`src/rtl/uart_rx_param.sv`:
```
// uart_rx_param: parametrised UART receiver, midpoint sampling, valid/ready hold.
// Define UART_RX_SYNC_EN to add a 2-flop synchroniser on rx_in.
module uart_rx_param #(
  parameter int CLKS_PER_BIT = 26,
  parameter int DATA_BITS    = 8,
  parameter int PARITY_MODE  = 0,
  parameter int STOP_BITS    = 1
) (
  input  logic                 clk,
  input  logic                 rst_n,
  input  logic                 rx_in,
  output logic [DATA_BITS-1:0] rx_data,
  output logic                 rx_valid,
  input  logic                 rx_ready,
  output logic                 parity_err,
  output logic                 frame_err,
  output logic                 overrun,
  output logic                 rx_busy
);

  localparam int CW = $clog2(CLKS_PER_BIT);
  localparam int H  = (CLKS_PER_BIT - 1) / 2;

  // START begins one cycle after the falling edge is seen, hence H-1
  localparam logic [CW-1:0] H_M1 = CW'(H - 1);
  localparam logic [CW-1:0] LAST = CW'(CLKS_PER_BIT - 1);
  localparam logic [3:0]    DB_LAST = 4'(DATA_BITS - 1);
  localparam logic [3:0]    SB_LAST = 4'(STOP_BITS - 1);

  localparam logic [2:0] IDLE      = 3'd0;
  localparam logic [2:0] START     = 3'd1;
  localparam logic [2:0] DATA      = 3'd2;
  localparam logic [2:0] PARITY    = 3'd3;
  localparam logic [2:0] STOP      = 3'd4;
  localparam logic [2:0] WAIT_HIGH = 3'd5;

  logic rx;

`ifdef UART_RX_SYNC_EN
  logic [1:0] sync;

  always_ff @(posedge clk) begin
    if (!rst_n) sync <= 2'b11;
    else        sync <= {sync[0], rx_in};
  end

  assign rx = sync[1];
`else
  assign rx = rx_in;
`endif

  logic [2:0]           state;
  logic [CW-1:0]        cnt;
  logic [3:0]           bitn;
  logic [DATA_BITS-1:0] shreg;
  logic                 par_bit;
  logic                 ferr_acc;
  logic                 commit;
  logic [DATA_BITS-1:0] c_data;
  logic                 c_perr;
  logic                 c_ferr;
  logic                 tick;
  logic                 perr;
  logic                 stop_bad;

  assign tick     = (cnt == LAST);
  assign stop_bad = ferr_acc | ~rx;
  assign rx_busy  = (state != IDLE);

  always_comb begin
    perr = 1'b0;
    if (PARITY_MODE == 1)      perr = ~(^shreg ^ par_bit);
    else if (PARITY_MODE == 2) perr = ^shreg ^ par_bit;
  end

  always_ff @(posedge clk) begin
    if (!rst_n) begin
      state    <= IDLE;
      cnt      <= '0;
      bitn     <= '0;
      shreg    <= '0;
      par_bit  <= 1'b0;
      ferr_acc <= 1'b0;
      commit   <= 1'b0;
      c_data   <= '0;
      c_perr   <= 1'b0;
      c_ferr   <= 1'b0;
    end else begin
      commit <= 1'b0;
      cnt    <= cnt + CW'(1);
      unique case (state)
        IDLE: begin
          cnt <= '0;
          if (!rx) state <= START;
        end
        START: begin
          if (cnt == H_M1) begin
            cnt   <= '0;
            state <= rx ? IDLE : DATA;
          end
        end
        DATA: begin
          if (tick) begin
            cnt   <= '0;
            shreg <= {rx, shreg[DATA_BITS-1:1]};
            bitn  <= bitn + 4'd1;
            if (bitn == DB_LAST) begin
              bitn     <= '0;
              ferr_acc <= 1'b0;
              state    <= (PARITY_MODE != 0) ? PARITY : STOP;
            end
          end
        end
        PARITY: begin
          if (tick) begin
            cnt     <= '0;
            par_bit <= rx;
            state   <= STOP;
          end
        end
        STOP: begin
          if (tick) begin
            cnt      <= '0;
            bitn     <= bitn + 4'd1;
            ferr_acc <= stop_bad;
            if (bitn == SB_LAST) begin
              bitn   <= '0;
              commit <= 1'b1;
              c_data <= shreg;
              c_perr <= perr;
              c_ferr <= stop_bad;
              state  <= stop_bad ? WAIT_HIGH : IDLE;
            end
          end
        end
        WAIT_HIGH: begin
          cnt <= '0;
          if (rx) state <= IDLE;
        end
        default: state <= IDLE;
      endcase
    end
  end

  always_ff @(posedge clk) begin
    if (!rst_n) begin
      rx_valid   <= 1'b0;
      rx_data    <= '0;
      parity_err <= 1'b0;
      frame_err  <= 1'b0;
      overrun    <= 1'b0;
    end else begin
      overrun <= 1'b0;
      if (commit) begin
        if (!rx_valid || rx_ready) begin
          rx_valid   <= 1'b1;
          rx_data    <= c_data;
          parity_err <= c_perr;
          frame_err  <= c_ferr;
        end else begin
          overrun <= 1'b1;
        end
      end else if (rx_valid && rx_ready) begin
        rx_valid   <= 1'b0;
        parity_err <= 1'b0;
        frame_err  <= 1'b0;
      end
    end
  end

endmodule

```
`config.mk`:
```
export PLATFORM = sky130hd
export DESIGN_NAME = uart_rx_param
export DESIGN_NICKNAME = d
export VERILOG_FILES = /design/src/rtl/uart_rx_param.sv
export SDC_FILE = /design/constraint.sdc
export NUM_CORES = 1
export LEC_CHECK = 0
export ABC_AREA = 0
export ABC_CLOCK_PERIOD_IN_PS = 2600
export CORE_MARGIN = 2
export CORE_UTILIZATION = 55
export CTS_BUF_LIST = sky130_fd_sc_hd__clkbuf_8
export DETAILED_ROUTE_END_ITERATION = 7
export DONT_BUFFER_PORTS = 1
export GPL_ROUTABILITY_DRIVEN = 0
export PLACE_DENSITY = 0.7
export SLEW_MARGIN = 20
export SYNTH_ARGS = -nofsm -noshare
export SYNTH_HDL_FRONTEND = slang
export SYNTH_SLANG_ARGS = --single-unit
```
`constraint.sdc`:
```
create_clock -name clk -period 2.6 [get_ports clk]
set_clock_uncertainty 0.15 [all_clocks]
set_input_delay 0.52 -clock clk [delete_from_list [all_inputs] [get_ports clk]]
set_output_delay 0.52 -clock clk [all_outputs]
set_load 0.005 [all_outputs]
```
==> metrics.csv, run 1 <==
stage,metric,value,unit
worst_hold_path,min_path_type,in2reg,
synth,synth_top_family_by_area,simple AND/OR/NAND/NOR gates,
cells_and_area,diodes,0,
cells_and_area,final_cell_mix,"dfxtp_1, nor2_1, mux2i_1, nand2_1, nand3_1",
cts,clockRootBuffer,clkbuf_8,
grt,grt_overflow_total,0,
setup_path,critPathLaunchType,flip-flop,
cts,numCtsBuffers,5,
placed_design,io_buffers,0,
route,wl_per_cell,14.1,µm
synth,netlist_area,1950,µm²
sta,setup_viol,0,
synth,yosys_most_used_dff,dfxtp_1,
placed_design,place_area,1940,µm²
cts,tritoncts,done,
setup_path,crit_arrival,1.34,ns
setup_path,cp_cell_sequence,"nor2_1, nand2_1",
floorplan,start_util,0.581,
cts,clockBufferDepth,2,
route,ant_nets,0,
setup_path,worst_setup_path_end_kind,output port,
floorplan,dieArea,4050,µm²
setup_path,crit_family,flip-flops,
floorplan,rows,21,
route,drt_pre_antenna_iters,4,
setup_path,cp.required,1.93,ns
setup_path,r2r_start,state[2],
sta,maxSlewViolCount,0,
cts,clock_latency,0.29,ns
worst_hold_path,min_to,bitn[2],
cts,postCtsHoldBufs,0,
grt,grt_pass1_wl,6.01,mm
synth,synth-compound-area-share,0.124,
worst_hold_path,worstHoldStart,rst_n,
synth,yosysWarnings,0,
setup_path,cpMaxStageDelayCell,dfxtp_1,
synth,ys_top_cells_by_area,"dfxtp_1, mux2i_1, nor2_1",
sta,period_needed,2.01,ns
sta,max_freq,497,MHz
floorplan,coreArea,3360,µm²
synth,seq_area_frac_synth,0.430,
placed_design,placed_cells,239,
sta,finalSetupTns,0,ns
synth,synth_xor_area_frac,0.0134,
setup_path,r2r_cells,5,
synth,synthSimpleGateAreaFrac,0.258,
setup_path,cp_slowest_stage_delay,0.75,ns
synth,synth_nets,210,
synth,synthArstFlopShare,0,
power_and_ir_drop,cellPowerDensity,671,nW/µm²
route,num_vias,1428,
synth,syn_inst,202,
setup_path,path_class,reg2out,
route,drt_wl_total,3.49,mm
cells_and_area,fin_nets,208,
cts,clk_pin_slew,0.08,ns
placed_design,place_ws,0.647,ns
cells_and_area,final_common_cell,dfxtp_1,
worst_hold_path,whs_path_depth,1,
cts,cts_sinks,42,
synth,synth.distinct_cells,50,
grt,grt_max_degree,39,
synth,synthDominantCellAreaShare,0.430,
sta,worstMarginPinSlew,0.664,ns
synth,muxShareOfSynthArea,0.0922,
cells_and_area,areaGrowthSynthToFinish,3.84,%
route,via_per_inst,5.78,
cts,cts_resized,0,
cells_and_area,finalNonFillerCells,247,
sta,rsz0062_at_grt,false,
placed_design,post-dp-hpwl,2.49,mm
cells_and_area,drive_gt1_frac,0.104,
route,drc,0,
floorplan,die_x,63.6,µm
sta,hold_violations,0,
route,drt_iter0_markers,147,
setup_path,worst-path-max-fanout,15,
synth,synth-seq-cells,42,
sta,setup_ws,0.587,ns
sta,max-slew-margin-rel,0.557,
grt,antenna_found_initial,0,
cts,htreeDepth,2,
flow_run,maxCapViolCount,0,
setup_path,rr_endpoint,c_data[3],
grt,grt_pass1_vias,1389,
setup_path,worst-path-buf-inv,0,
setup_path,r2r_setup_slack,0.62,ns
power_and_ir_drop,p_leak,0.700,nW
floorplan,die_y,63.6,µm
grt,grt_usage,0.188,
synth,syn_avg_cell_area,9.68,µm²
floorplan,io_pins,17,
synth,synth-adder-area-share,0.0256,
synth,synth_enable_flop_cells,0,
sta,hold_ws,0.188,ns
synth,synth_top_area_cell,dfxtp_1,
run_status,status,finished clean,
cts,cts_setup_buffers,0,
cells_and_area,fin_area,2030,µm²
power_and_ir_drop,vdd_ir_drop_max,0.459,mV
sta,period_share,0.774,
per-stage QoR:
step	util	total power, W
2_1_floorplan	-	0.000941
3_5_place_dp	0.577	0.000960
5_1_grt	0.603	0.00143
4_1_cts	0.603	0.00137
6_report	0.603	0.00136
3_3_place_gp	0.577	0.000950
sequential cells by signal, summed over array words and instances (netlist names), 3 cells and up:
name	flops
rx_data	8
bitn	4
c_data	8
state	3
shreg	8
cnt	5
routing by layer:
layer | vias up | global-route usage | part of all wire
met5 | - | 0 | 0
met4 | 0 | 0.0788 | 0.0089
met3 | 4 | 0.0714 | 0.050
met2 | 25 | 0.307 | 0.50
met1 | 689 | 0.220 | 0.45
li1 | 710 | - | -
where the power goes:
part	internal, W	switching, W
clock network	0.000188	0.000225
registers	0.000666	0.0000668
logic	0.0000973	0.000118
cells by family (layout without fill, tap and decap cells):
kind of cell,Yosys count,count (layout)
simple gates,85,85
flops,42,42
compound gates,33,33
mux,18,18
buf+inv,16,15
fa+ha+maj,4,4
xor+xnor,3,3
other cells,1,1
worst max-delay path by stage:
stage,startpoint,end,slack (ns),cells after the start
2_1_floorplan,bitn[0],c_data[0],0.80,7
3_3_place_gp,state[2],c_data[1],0.66,5
3_5_place_dp,state[1],shreg[6],0.65,4
4_1_cts,state[0],rx_busy,0.59,2
5_1_grt,bitn[0],c_data[3],0.46,7
6_report,state[0],rx_busy,0.59,2
cell usage after synthesis, drive strengths merged, types with 3 or more instances:
| library cell | number |
|---|---|
| a211oi | 3 |
| a21oi | 11 |
| buf | 5 |
| clkbuf | 5 |
| dfxtp | 42 |
| ha | 4 |
| inv | 5 |
| mux2i | 18 |
| nand2 | 15 |
| nand3 | 14 |
| nor2 | 25 |
| nor2b | 3 |
| nor3 | 9 |
| o21ai | 4 |
final cells by class:
class | instances | area, µm²
Timing Repair Buffer | 2 | 15.0
Multi-Input combinational cell | 144 | 1010
Clock buffer | 5 | 68.8
Sequential cell | 42 | 841
Inverter | 5 | 18.8
Fill cell | 298 | 1330
Clock inverter | 3 | 21.3
Tap cell | 46 | 57.6
Power figures use the tool's default switching activity.
==> inputs of run 2 (changes only) <==
--- a/config.mk
+++ b/config.mk
@@ -6,7 +6,7 @@
 export NUM_CORES = 1
 export LEC_CHECK = 0
 export ABC_AREA = 0
-export ABC_CLOCK_PERIOD_IN_PS = 2600
+export ABC_CLOCK_PERIOD_IN_PS = 2000
 export CORE_MARGIN = 2
 export CORE_UTILIZATION = 55
 export CTS_BUF_LIST = sky130_fd_sc_hd__clkbuf_8
==> constraint.sdc (replaced) <==
create_clock -name clk -period 2 [get_ports clk]
set_clock_uncertainty 0.15 [all_clocks]
set_input_delay 0.4 -clock clk [delete_from_list [all_inputs] [get_ports clk]]
set_output_delay 0.4 -clock clk [all_outputs]
set_load 0.005 [all_outputs]
==> run 2 against run 1 <==
Compared with the run above:
- the flow now finishes with violations (setup timing)
- non-clock buffer count is 7 higher
- sequential share of layout area is 1.7 points lower
- cell area is 4.6% higher
- wire length is 8.2% higher
- cell count is 2.4% higher
- count of clock-buffer cells in the layout stayed put
- flip-flop and latch count stayed put
- critical path depth is 6 higher
- register-to-register slack worse by 0.63 ns
- power is 31% higher
- critical endpoint is now c_data[2]
- largest cell class unchanged
==> metrics.csv, run 2 (synthesis results as in run 1) <==
stage,metric,value,unit
cells_and_area,diodes,0,
placed_design,io_buffers,0,
setup_path,cp_cell_sequence,"inv_2, ha_4, or3b_4, nor4_4, buf_4, clkbuf_16, mux2i_1, nor2_1",
route,wl_per_cell,14.9,µm
grt,grt_usage,0.189,
sta,maxSlewViolCount,0,
cts,numCtsBuffers,5,
route,drt_iter0_markers,138,
power_and_ir_drop,p_leak,0.740,nW
sta,rsz0062_at_grt,true,
route,via_per_inst,5.87,
grt,grt_pass1_vias,1385,
route,drt_wl_total,3.78,mm
run_status,status,"complete, but fails checks",
cells_and_area,drive_gt1_frac,0.169,
route,drt_pre_antenna_iters,5,
cts,cts_sinks,42,
cts,clockBufferDepth,2,
power_and_ir_drop,vdd_ir_drop_max,0.438,mV
cells_and_area,utilization,0.631,
cells_and_area,areaGrowthSynthToFinish,8.58,%
floorplan,die_y,63.6,µm
sta,max_freq,497,MHz
setup_path,cp_slowest_stage_delay,0.41,ns
grt,antenna_found_initial,0,
setup_path,crit_arrival,2.03,ns
cells_and_area,fin_area,2120,µm²
sta,setup_viol,1,
setup_path,r2r_setup_slack,-0.01,ns
route,drc,0,
floorplan,io_pins,17,
cells_and_area,fin_nets,215,
sta,hold_violations,0,
power_and_ir_drop,cellPowerDensity,839,nW/µm²
route,ant_nets,0,
cts,tritoncts,done,
placed_design,place_ws,0.107,ns
grt,grt_pass1_wl,6.06,mm
setup_path,critPathLaunchType,flip-flop,
floorplan,dieArea,4050,µm²
cts,clock_latency,0.30,ns
grt,grt_overflow_total,0,
cts,clk_pin_slew,0.09,ns
setup_path,cpMaxStageDelayCell,or3b_4,
route,num_vias,1485,
power_and_ir_drop,power,0.00178,W
sta,finalSetupTns,-0.0104,ns
floorplan,rows,21,
cts,clockRootBuffer,clkbuf_8,
setup_path,worst-path-max-fanout,5,
cells_and_area,reg.largest.list,"c_data: 8 flops, rx_data: 8 flops, shreg: 8 flops",
placed_design,place_area,1980,µm²
setup_path,crit_family,simple AND/OR/NAND/NOR gates,
cts,htreeDepth,2,
setup_path,cp.required,2.01,ns
setup_path,worst_setup_path_end_kind,flip-flop,
floorplan,die_x,63.6,µm
floorplan,coreArea,3360,µm²
grt,grt_max_degree,38,
cells_and_area,final_cell_mix,"dfxtp_1, nor2_1, mux2i_1, nand2_1, nand3_1",
sta,period_share,1.01,
cts,postCtsHoldBufs,0,
sta,setup_ws,-0.0104,ns
cells_and_area,final_common_cell,dfxtp_1,
floorplan,start_util,0.581,
flow_run,maxCapViolCount,0,
run_status,violations,setup timing,
sta,period_needed,2.01,ns
setup_path,path_class,reg2reg,
setup_path,worst-path-buf-inv,3,
worst_hold_path,min_path_type,in2reg,
placed_design,post-dp-hpwl,2.51,mm
==> run 2: worst paths after layout <==
kind / from / to / cells after the start
max: bitn[0] / c_data[2] / 8
min: rst_n / bitn[2] / 1
max reg2reg: bitn[0] / c_data[2] / 8
min reg2reg: c_data[2] / rx_data[2] / 2
==> run 2: power by group <==
part / leakage, nW / internal [W] / switching (W) / total (W)
Sequential: 0.340 / 0.000866 / 0.0000506 / 0.000917
Clock: 0.0438 / 0.000234 / 0.000282 / 0.000516
Combinational: 0.357 / 0.000149 / 0.000198 / 0.000347
==> run 2: worst reg2reg max path, stage by stage, from the launching register on <==
cell and delay (ns):
dfxtp_2 0.34, inv_2 0.07, ha_4 0.13, or3b_4 0.41, nor4_4 0.23, buf_4 0.18
clkbuf_16 0.14, mux2i_1 0.17, nor2_1 0.05
==> run 2: layer usage <==
metal | up-vias | track usage | routed length (µm)
li1 | 724 | - | -
met1 | 706 | 0.231 | 1660
met2 | 51 | 0.316 | 1890
met3 | 4 | 0.0589 | 201
met4 | 0 | 0.0625 | 23
met5 | - | 0 | 0
==> run 2: cell type report <==
class,count,area (µm²)
fillers,301,1240
multi-input cells,144,1030
flip-flops and latches,42,843
repair buffers,9,97.6
clock buffers,5,68.8
well taps,46,57.6
inverters,5,18.8
clock inverters,2,10.0
==> run 2: timing repair <==
action / in CTS / in global routing
endpoints found under the setup margin: 0 / 5
setup buffers: 0 / 2
resized for setup: 0 / 9
==> run 2: metrics by stage <==
step	instances	hold WS, ns
5_1_grt	253	0.0567
2_1_floorplan	202	0.293
4_1_cts	250	0.0614
3_3_place_gp	243	0.312
3_5_place_dp	243	0.313
6_report	253	0.0645
==> inputs of run 3 (changes only) <==
--- a/config.mk
+++ b/config.mk
@@ -8,12 +8,12 @@
 export ABC_AREA = 0
 export ABC_CLOCK_PERIOD_IN_PS = 2000
 export CORE_MARGIN = 2
-export CORE_UTILIZATION = 55
+export CORE_UTILIZATION = 60
 export CTS_BUF_LIST = sky130_fd_sc_hd__clkbuf_8
 export DETAILED_ROUTE_END_ITERATION = 7
 export DONT_BUFFER_PORTS = 1
 export GPL_ROUTABILITY_DRIVEN = 0
-export PLACE_DENSITY = 0.7
+export PLACE_DENSITY = 0.76
 export SLEW_MARGIN = 20
 export SYNTH_ARGS = -nofsm -noshare
 export SYNTH_HDL_FRONTEND = slang
==> run 3 against run 2 <==
Compared with the run above:
- count of clock-buffer cells in the layout up 1
- fmax grew 1.6%
- the run now ends clean
- first-iteration DRC count up 43%
- largest cell class unchanged
- sequential power up 0.5%
- sequential share of layout area hardly changed
- global-route usage rose by 3.1 points
- combinational power about the same
- cell area up 0.18%
- utilization is 6.0 points higher
- highest routed layer unchanged
- critical endpoint is now c_data[3]
- critical path depth shrank 1
==> metrics.csv, run 3 (synthesis results as in run 1) <==
stage,metric,value,unit
setup_path,cp_slowest_stage_delay,0.40,ns
cts,clockBufferDepth,2,
sta,hold_violations,0,
setup_path,crit_arrival,1.99,ns
sta,max_freq,506,MHz
sta,hold_ws,0.0741,ns
cells_and_area,reg.largest.list,"c_data: 8 flops, rx_data: 8 flops, shreg: 8 flops",
grt,grt_usage,0.220,
setup_path,r2r_start,bitn[0],
cells_and_area,areaGrowthSynthToFinish,8.77,%
grt,grt_overflow_total,0,
cells_and_area,final_cell_mix,"dfxtp_1, nor2_1, mux2i_1, nand2_1, nand3_1",
setup_path,startpoint,bitn[0],
floorplan,coreArea,3080,µm²
route,drt_iter0_markers,197,
floorplan,die_y,61.1,µm
placed_design,io_buffers,0,
cts,clk_pin_slew,0.08,ns
grt,grt_max_degree,38,
sta,period_share,0.989,
setup_path,cpMaxStageDelayCell,or3b_4,
route,wl_per_cell,15.2,µm
sta,finalSetupTns,0,ns
grt,antenna_found_initial,0,
cells_and_area,finalNonFillerCells,251,
sta,rsz0062_at_grt,true,
run_status,status,finished clean,
floorplan,io_pins,17,
setup_path,cp_cell_sequence,"inv_2, ha_4, or3b_4, nor4_4, clkbuf_16, mux2i_1, nor2_1",
route,ant_nets,0,
route,num_vias,1438,
setup_path,path_class,reg2reg,
grt,grt_pass1_vias,1300,
cts,postCtsHoldBufs,0,
power_and_ir_drop,p_leak,0.739,nW
route,drc,0,
sta,setup_viol,0,
placed_design,placed_cells,241,
cts,cts_sinks,42,
sta,period_needed,1.98,ns
floorplan,start_util,0.635,
grt,grt_pass1_wl,5.91,mm
floorplan,rows,20,
cts,numCtsBuffers,5,
setup_path,worst_setup_path_end_kind,flip-flop,
cells_and_area,drive_gt1_frac,0.159,
cells_and_area,fin_nets,214,
flow_run,maxCapViolCount,0,
setup_path,worst-path-max-fanout,5,
placed_design,post-dp-hpwl,2.59,mm
floorplan,dieArea,3730,µm²
worst_hold_path,worstHoldStart,rst_n,
power_and_ir_drop,cellPowerDensity,859,nW/µm²
cts,clock_latency,0.29,ns
sta,maxSlewViolCount,0,
setup_path,critPathLaunchType,flip-flop,
cells_and_area,final_common_cell,dfxtp_1,
cts,htreeDepth,2,
setup_path,cp.required,2.02,ns
route,drt_pre_antenna_iters,4,
route,via_per_inst,5.73,
cts,tritoncts,done,
cts,clockRootBuffer,clkbuf_8,
cells_and_area,utilization,0.691,
worst_hold_path,min_path_type,in2reg,
floorplan,die_x,61.1,µm
power_and_ir_drop,vdd_ir_drop_max,0.550,mV
cells_and_area,diodes,0,
route,drt_wl_total,3.81,mm
==> run 3: layout make-up <==
cell class	instances	area (µm²)
tap	44	55.1
sequential	42	845
multi-input combinational	144	1020
clock buffer	6	82.6
clock inverter	2	12.5
fill	239	952
inverter	5	18.8
timing repair buffer	8	90.1
==> run 3: layer usage <==
layer,routed length (µm),part of all wire,up-vias,global-route usage
met5,0,0,-,0
met1,1620,0.42,686,0.246
li1,-,-,722,-
met2,2020,0.53,28,0.384
met3,149,0.039,2,0.0630
met4,25,0.0066,0,0.102
==> run 3: critical path: cells and delay by family (launching register included) <==
family | cells | cell delay, ns
AND/OR/NAND/NOR | 3 | 0.75
buffers and inverters | 2 | 0.30
flip-flops | 1 | 0.35
multiplexers | 1 | 0.17
adder cells (fa/ha/maj) | 1 | 0.13
==> run 3: through the flow <==
stage          cell area, µm²  total power [W]  setup WS (ns)
6_report                 2130          0.00183         0.0219
5_1_grt                  2130          0.00190        -0.0627
4_1_cts                  2070          0.00183         0.0286
3_5_place_dp             1980          0.00127         0.0965
3_3_place_gp             1980          0.00126          0.155
2_1_floorplan            1950          0.00122          0.199
==> run 3: final timing paths <==
| path | slack [ns] | end | cells past startpoint |
|---|---|---|---|
| hold reg to reg | 0.33 | rx_data[3] | 2 |
| setup / recovery | 0.02 | c_data[3] | 7 |
| hold / removal | 0.07 | bitn[2] | 1 |
| setup reg to reg | 0.02 | c_data[3] | 7 |
==> run 3: repair_timing <==
| item | 4_1_cts | 5_1_grt |
|---|---|---|
| endpoints found under the hold margin | 0 | 0 |
| buffers inserted | 0 | 1 |
| endpoints found under the setup margin | 0 | 7 |
| gates resized for setup | 0 | 7 |
==> run 3: power breakdown <==
part,total [W],switching (W),internal [W]
Clock,0.000560,0.000283,0.000277
Combinational,0.000344,0.000198,0.000146
Sequential,0.000922,0.0000542,0.000867
Total,0.00183,0.000535,0.00129
